[config.mk]
export PLATFORM = sky130hd
export DESIGN_NAME = kftvga_text_writer
export DESIGN_NICKNAME = d
export VERILOG_FILES = /design/src/rtl/kftvga_text_writer.sv
export SDC_FILE = /design/constraint.sdc
export NUM_CORES = 1
export LEC_CHECK = 0
export BUFFER_PORTS_ARGS = -buffer_cell sky130_fd_sc_hd__buf_4
export CORE_MARGIN = 4
export CORE_UTILIZATION = 63
export CTS_CLUSTER_DIAMETER = 200
export DETAILED_ROUTE_END_ITERATION = 10
export MAX_ROUTING_LAYER = met4
export PLACE_DENSITY = 0.86
export SLEW_MARGIN = 10
export SYNTH_ARGS = -nofsm -noshare
export SYNTH_HDL_FRONTEND = slang
export SYNTH_SLANG_ARGS = --single-unit
[constraint.sdc]
create_clock -name clock -period 6.1 [get_ports clock]
set_input_delay 0.305 -clock clock [delete_from_list [all_inputs] [get_ports clock]]
set_output_delay 0.305 -clock clock [all_outputs]
set_load 0.02 [all_outputs]
[src/rtl/kftvga_text_writer.sv]
// Character-stream console engine feeding the text controller's host bus port.
// Accepts one byte per valid/ready handshake, keeps a 60x80 cursor, turns
// printable bytes into a char write followed by an attribute write, and
// handles CR, LF, BS and FF (clear screen) locally.
//
// Ports:
//   clock, reset_n      system clock, async active-low reset
//   char_valid/ready    upstream byte handshake
//   char_data/color     byte and attribute, latched on accept
//   cursor_row/col      current cursor (registered)
//   busy                bus sequence (write or clear) in progress
//   chip_select_n, read_enable_n, write_enable_n, address, data_bus_out
//                       controller host bus (write-only)
module kftvga_text_writer #(
    parameter int unsigned STROBE_CYCLES = 2
) (
    input  logic        clock,
    input  logic        reset_n,
    input  logic        char_valid,
    input  logic [7:0]  char_data,
    input  logic [7:0]  char_color,
    output logic        char_ready,
    output logic [5:0]  cursor_row,
    output logic [6:0]  cursor_col,
    output logic        busy,
    output logic        chip_select_n,
    output logic        read_enable_n,
    output logic        write_enable_n,
    output logic [13:0] address,
    output logic [7:0]  data_bus_out
);

    localparam int unsigned COLUMNS = 80;
    localparam int unsigned ROWS    = 60;
    localparam int unsigned CELLS   = COLUMNS * ROWS;
    localparam int unsigned CNT_W   = 4;
    localparam int unsigned ROW_W   = 6;
    localparam int unsigned COL_W   = 7;
    localparam int unsigned CELL_W  = 13;
    localparam int unsigned ADDR_W  = 14;

    localparam logic [7:0] CODE_BS = 8'h08;
    localparam logic [7:0] CODE_LF = 8'h0A;
    localparam logic [7:0] CODE_FF = 8'h0C;
    localparam logic [7:0] CODE_CR = 8'h0D;
    localparam logic [7:0] SPACE   = 8'h20;

    typedef enum logic [3:0] {
        IDLE, WR_CHAR, GAP_CHAR, WR_COLOR, GAP_COLOR,
        CLR_CHAR, CLR_GAP_C, CLR_COLOR, CLR_GAP_A
    } state_t;

    state_t              state_q, state_d;
    logic [CNT_W-1:0]    cnt_q, cnt_d;
    logic [ROW_W-1:0]    row_q, row_d;
    logic [COL_W-1:0]    col_q, col_d;
    logic [ADDR_W-1:0]   address_q, address_d;
    logic [7:0]          data_q, data_d;
    logic [7:0]          color_q, color_d;
    logic [CELL_W-1:0]   clr_q, clr_d;
    logic                cs_n_q, we_n_q, busy_q, ready_q;
    logic                strobe_d;

    logic [CELL_W-1:0]   cell_c;
    logic [CELL_W-1:0]   clr_next_c;
    logic                strobe_done_c;
    logic                last_row_c;
    logic                last_col_c;

    // Linear cell index of the cursor and helper flags
    assign cell_c        = CELL_W'(row_q) * CELL_W'(COLUMNS) + CELL_W'(col_q);
    assign clr_next_c    = clr_q + CELL_W'(1);
    assign strobe_done_c = (cnt_q == CNT_W'(STROBE_CYCLES - 1));
    assign last_row_c    = (row_q == ROW_W'(ROWS - 1));
    assign last_col_c    = (col_q == COL_W'(COLUMNS - 1));

    // Next-state, cursor and bus payload
    always_comb begin
        state_d   = state_q;
        cnt_d     = cnt_q;
        row_d     = row_q;
        col_d     = col_q;
        address_d = address_q;
        data_d    = data_q;
        color_d   = color_q;
        clr_d     = clr_q;

        case (state_q)
            IDLE: begin
                if (char_valid && ready_q) begin
                    color_d = char_color;
                    case (char_data)
                        CODE_CR: col_d = '0;
                        CODE_LF: row_d = last_row_c ? '0 : row_q + ROW_W'(1);
                        CODE_BS: begin
                            if (col_q != '0) begin
                                col_d = col_q - COL_W'(1);
                            end else if (row_q != '0) begin
                                row_d = row_q - ROW_W'(1);
                                col_d = COL_W'(COLUMNS - 1);
                            end
                        end
                        CODE_FF: begin
                            state_d   = CLR_CHAR;
                            cnt_d     = '0;
                            clr_d     = '0;
                            address_d = '0;
                            data_d    = SPACE;
                        end
                        default: begin
                            state_d   = WR_CHAR;
                            cnt_d     = '0;
                            address_d = {cell_c, 1'b0};
                            data_d    = char_data;
                        end
                    endcase
                end
            end
            WR_CHAR, WR_COLOR, CLR_CHAR, CLR_COLOR: begin
                if (strobe_done_c) begin
                    cnt_d = '0;
                    case (state_q)
                        WR_CHAR:  state_d = GAP_CHAR;
                        WR_COLOR: state_d = GAP_COLOR;
                        CLR_CHAR: state_d = CLR_GAP_C;
                        default:  state_d = CLR_GAP_A;
                    endcase
                end else begin
                    cnt_d = cnt_q + CNT_W'(1);
                end
            end
            GAP_CHAR, CLR_GAP_C: begin
                // Attribute byte sits at the odd address of the same cell
                state_d   = (state_q == GAP_CHAR) ? WR_COLOR : CLR_COLOR;
                address_d = {address_q[ADDR_W-1:1], 1'b1};
                data_d    = color_q;
            end
            GAP_COLOR: begin
                state_d = IDLE;
                if (last_col_c) begin
                    col_d = '0;
                    row_d = last_row_c ? '0 : row_q + ROW_W'(1);
                end else begin
                    col_d = col_q + COL_W'(1);
                end
            end
            CLR_GAP_A: begin
                if (clr_q == CELL_W'(CELLS - 1)) begin
                    state_d = IDLE;
                    clr_d   = '0;
                    row_d   = '0;
                    col_d   = '0;
                end else begin
                    state_d   = CLR_CHAR;
                    clr_d     = clr_next_c;
                    address_d = {clr_next_c, 1'b0};
                    data_d    = SPACE;
                end
            end
            default: state_d = IDLE;
        endcase

        strobe_d = (state_d == WR_CHAR) || (state_d == WR_COLOR) ||
                   (state_d == CLR_CHAR) || (state_d == CLR_COLOR);
    end

    // State and registered outputs
    always_ff @(posedge clock or negedge reset_n) begin
        if (!reset_n) begin
            state_q   <= IDLE;
            cnt_q     <= '0;
            row_q     <= '0;
            col_q     <= '0;
            address_q <= '0;
            data_q    <= '0;
            color_q   <= '0;
            clr_q     <= '0;
            cs_n_q    <= 1'b1;
            we_n_q    <= 1'b1;
            busy_q    <= 1'b0;
            ready_q   <= 1'b0;
        end else begin
            state_q   <= state_d;
            cnt_q     <= cnt_d;
            row_q     <= row_d;
            col_q     <= col_d;
            address_q <= address_d;
            data_q    <= data_d;
            color_q   <= color_d;
            clr_q     <= clr_d;
            cs_n_q    <= !strobe_d;
            we_n_q    <= !strobe_d;
            busy_q    <= (state_d != IDLE);
            ready_q   <= (state_d == IDLE);
        end
    end

    assign char_ready     = ready_q;
    assign cursor_row     = row_q;
    assign cursor_col     = col_q;
    assign busy           = busy_q;
    assign chip_select_n  = cs_n_q;
    assign write_enable_n = we_n_q;
    assign read_enable_n  = 1'b1;
    assign address        = address_q;
    assign data_bus_out   = data_q;

endmodule

==> results.yml <==
power:
  internal_power_uw: 686
  power_switching_share_pct: 23.0
  power_frac_comb_pct: 2.8
  sequential_power_share_pct: 49.8
  power.ir.vdd_worst_mv: 0.131
  power.density_nw_per_um2: 182
  cellLeakagePower_uw: 0.00214
  power_share_of_the_clock_group_pct: 47.4
  switchingPower_uw: 205
grt:
  overflow_left_after_global_routing: 0
  track_usage_pct: 27.0
  first_global_vias: 3737
  global_route_wire_length_before_repair_um: 17500
  grt_start_max_net_pins: 68
  grt_antenna_before_repair: 0
critical_path:
  worst_path_max_delay_cell: "sky130_fd_sc_hd__dfrtp_1"
  path_max_fanout: 10
  setup.worst_path.class: "reg -> reg"
  path_cells: "ha_1 -> ha_1 -> inv_1 -> fa_1 -> nand4b_1 -> a2111oi_0 -> xnor2_1 -> a221oi_1 -> nor2_1"
  crit_path_max_delay_family: "adder cells"
  cp.arrival_ns: 3.20
  cp_data_required_time_ns: 6.35
  worstSetupStartpointType: "flop"
  critPathBufInv: 1
  critical_path.max_stage_delay_ns: 0.53
  timing.critical_path.to_type: "flop"
  cp_most_frequent_cell: "sky130_fd_sc_hd__ha_1"
die:
  die_height_um: 90.1
  initial_core_util_pct: 65.7
  dieArea_um2: 8120
  chipWidth_um: 90.1
  floorplan.core_area_um2: 6460
  rows: 29
  ios: 59
cts:
  clockRootBuffer: "sky130_fd_sc_hd__clkbuf_8"
  number_of_buffers_created_by_cts: 9
  h-tree-depth: 3
  clock-sinks: 67
  postCtsHoldBufs: 0
  clk_pin_slew_worst_paths_ns: 0.08
  ctsResizeCount: 0
  clk_latency_ns: 0.36
  cts_tree: "built"
  cts_setup_buffers: 0
  cts_max_path_buffers: 2
sta:
  final_critical_path_required_period_ns: 2.95
  max_slew_margin_pct: 33.1
  totalNegativeSetupSlack_ns: 0
  worst_clock_skew_ns: 0.0115
  setup_violations: 0
  grt_setup_unrepaired: "false"
  max_freq_mhz: 339
  timing.final.hold_violations: 0
  final-max-slew-violation-count: 0
  final_min_period_over_clock_period_pct: 48.4
  timing_worst_slew_pin_value_ns: 0.997
place:
  place_inst: 575
  port-buffer-count: 57
  hpwl_um: 7340
  routabilityCongestion: 0.896
cells_and_area:
  insertedDiodeCount: 0
  nets: 549
  n_fill_cell: 470
  area_growth_syn_to_layout_pct: 15.2
  drive_gt1_share_pct: 22.4
  final-instance-count-excl-fill: 591
yosys:
  most_used_standard_cell_by_instance_count_after_synthesis: "sky130_fd_sc_hd__dfrtp_1"
  ys_ff_latch: 67
  syn-mean-instance-area_um2: 9.21
  synth_top_area_share_pct: 38.9
  yosysWarnings: 0
  ys_async_sr_fraction_pct: 100
  post_synth_inst_count: 461
  synth_fp_nets: 501
  synth-edff-count: 0
  share_of_the_yosys_chip_area_belonging_to_registers_pct: 39.5
  synth-main-ff-cell: "sky130_fd_sc_hd__dfrtp_1"
  synth_cell_types: 70
  synth.cell_area_um2: 4250
  synth.top_cells.by_area: "sky130_fd_sc_hd__dfrtp_1, sky130_fd_sc_hd__ha_1, sky130_fd_sc_hd__o21ai_0"
  synthDominantAreaCellType: "sky130_fd_sc_hd__dfrtp_1"
  synthTopCellsByCount: "sky130_fd_sc_hd__dfrtp_1, sky130_fd_sc_hd__nand2_1, sky130_fd_sc_hd__nor2_1"
route:
  drc: 0
  first_pass_iters: 5
  vias_per_cell: 6.37
  route.final.wire_length_um: 10400
  antenna_violating_nets_post_route: 0
  route.detailed.wl_per_inst_um: 17.5
  detail_route.iter0.violations: 274
  num_vias: 3767
status:
  outcome: "finished clean"
flow_run:
  max_cap_viol_count: 0
min_path:
  hold_path.class: "in -> async"
routing by layer:
layer,GRT usage [%],wire [µm],part of all wire (%),vias up
met1,34.3,4470,43,1800
li1,-,-,-,1768
met5,-,0,0,-
met3,5.18,701,6.8,27
met2,42.8,4960,48,172
met4,11.0,218,2.1,0
stage by stage:
step / setup slack (ns) / utilization [%] / hold WS [ns] / total power, µW / cell area (µm²)
after floorplan: 3.30 / - / 0.00941 / 457 / 4250
after global placement: 3.30 / 72.3 / 0.457 / 477 / 4670
after detailed placement: 3.17 / 72.3 / 0.467 / 478 / 4670
after CTS: 3.17 / 75.7 / 0.0801 / 892 / 4890
after global routing: 2.98 / 75.7 / 0.112 / 917 / 4890
final: 3.15 / 75.7 / 0.0542 / 891 / 4890
worst paths after layout:
path                                       from               to  slack (ns)  cells past startpoint
max in group asynchronous               reset_n         clr_q[0]        5.50                      1
worst min register to register  data_bus_out[1]  data_bus_out[1]        0.49                      2
min in group clock                char_color[2]       color_q[2]        0.17                      2
worst min-delay path                    reset_n         clr_q[6]        0.05                      1
worst max register to register    cursor_row[3]      address[12]        3.15                      9
worst max-delay path              cursor_row[3]      address[12]        3.15                      9
worst register-to-register path, stage by stage (launching register included):
cell	delay, ns
sky130_fd_sc_hd__dfrtp_1	0.53
sky130_fd_sc_hd__ha_1	0.31
sky130_fd_sc_hd__ha_1	0.23
sky130_fd_sc_hd__inv_1	0.07
sky130_fd_sc_hd__fa_1	0.46
sky130_fd_sc_hd__nand4b_1	0.25
sky130_fd_sc_hd__a2111oi_0	0.49
sky130_fd_sc_hd__xnor2_1	0.12
sky130_fd_sc_hd__a221oi_1	0.31
sky130_fd_sc_hd__nor2_1	0.08
state kept, by name, indices dropped and copies added (netlist names):
register	flops
address	14
busy	1
char_ready	1
clr_q	13
cnt_q	4
color_q	8
cursor_col	7
cursor_row	6
data_bus_out	8
state_q	4
write_enable_n	1
area by class of cell:
class / count / area [µm²] / area share (%)
Tap cell: 77 / 96.3 / 1.97
Clock inverter: 7 / 101 / 2.07
Clock buffer: 9 / 124 / 2.53
Timing Repair Buffer: 59 / 443 / 9.05
Inverter: 13 / 48.8 / 0.997
Sequential cell: 67 / 1680 / 34.3
Multi-Input combinational cell: 359 / 2400 / 49.1
cell families after synthesis:
family,count (synthesis),share of synthesized area (%)
and+or+nand+nor,174,22.4
AOI/OAI and AO/OA,132,20.6
DFF,67,39.5
buffers and inverters,35,3.95
adders and majority gates,21,6.54
xor gates and xnor gates,21,4.33
muxes,10,2.62
other,1,0.0883
power by group through the flow:
| stage | sequential [µW] | clock [µW] | combinational, µW |
|---|---|---|---|
| after global placement | 453 | 0 | 24.7 |
| after global routing | 444 | 446 | 27.8 |
| after detailed placement | 453 | 0 | 25.3 |
| final | 444 | 422 | 25.0 |
| after floorplan | 453 | 0 | 4.69 |
| after CTS | 444 | 423 | 25.3 |
cells in the final DEF (no fill, tap or decap), types with 7 or more instances in the layout:
| cell type | n |
|---|---|
| sky130_fd_sc_hd__nand2_1 | 51 |
| sky130_fd_sc_hd__a221oi_1 | 7 |
| sky130_fd_sc_hd__buf_4 | 59 |
| sky130_fd_sc_hd__o21ai_0 | 44 |
| sky130_fd_sc_hd__xor2_1 | 9 |
| sky130_fd_sc_hd__nand3_1 | 10 |
| sky130_fd_sc_hd__a22oi_1 | 7 |
| sky130_fd_sc_hd__and3_1 | 7 |
| sky130_fd_sc_hd__xnor2_1 | 12 |
| sky130_fd_sc_hd__inv_1 | 13 |
| sky130_fd_sc_hd__clkbuf_8 | 9 |
| sky130_fd_sc_hd__ha_1 | 19 |
| sky130_fd_sc_hd__a21oi_1 | 22 |
| sky130_fd_sc_hd__nor2_1 | 47 |
| sky130_fd_sc_hd__dfrtp_1 | 66 |
| sky130_fd_sc_hd__mux2_2 | 9 |
(Power assumes the default switching activity.)
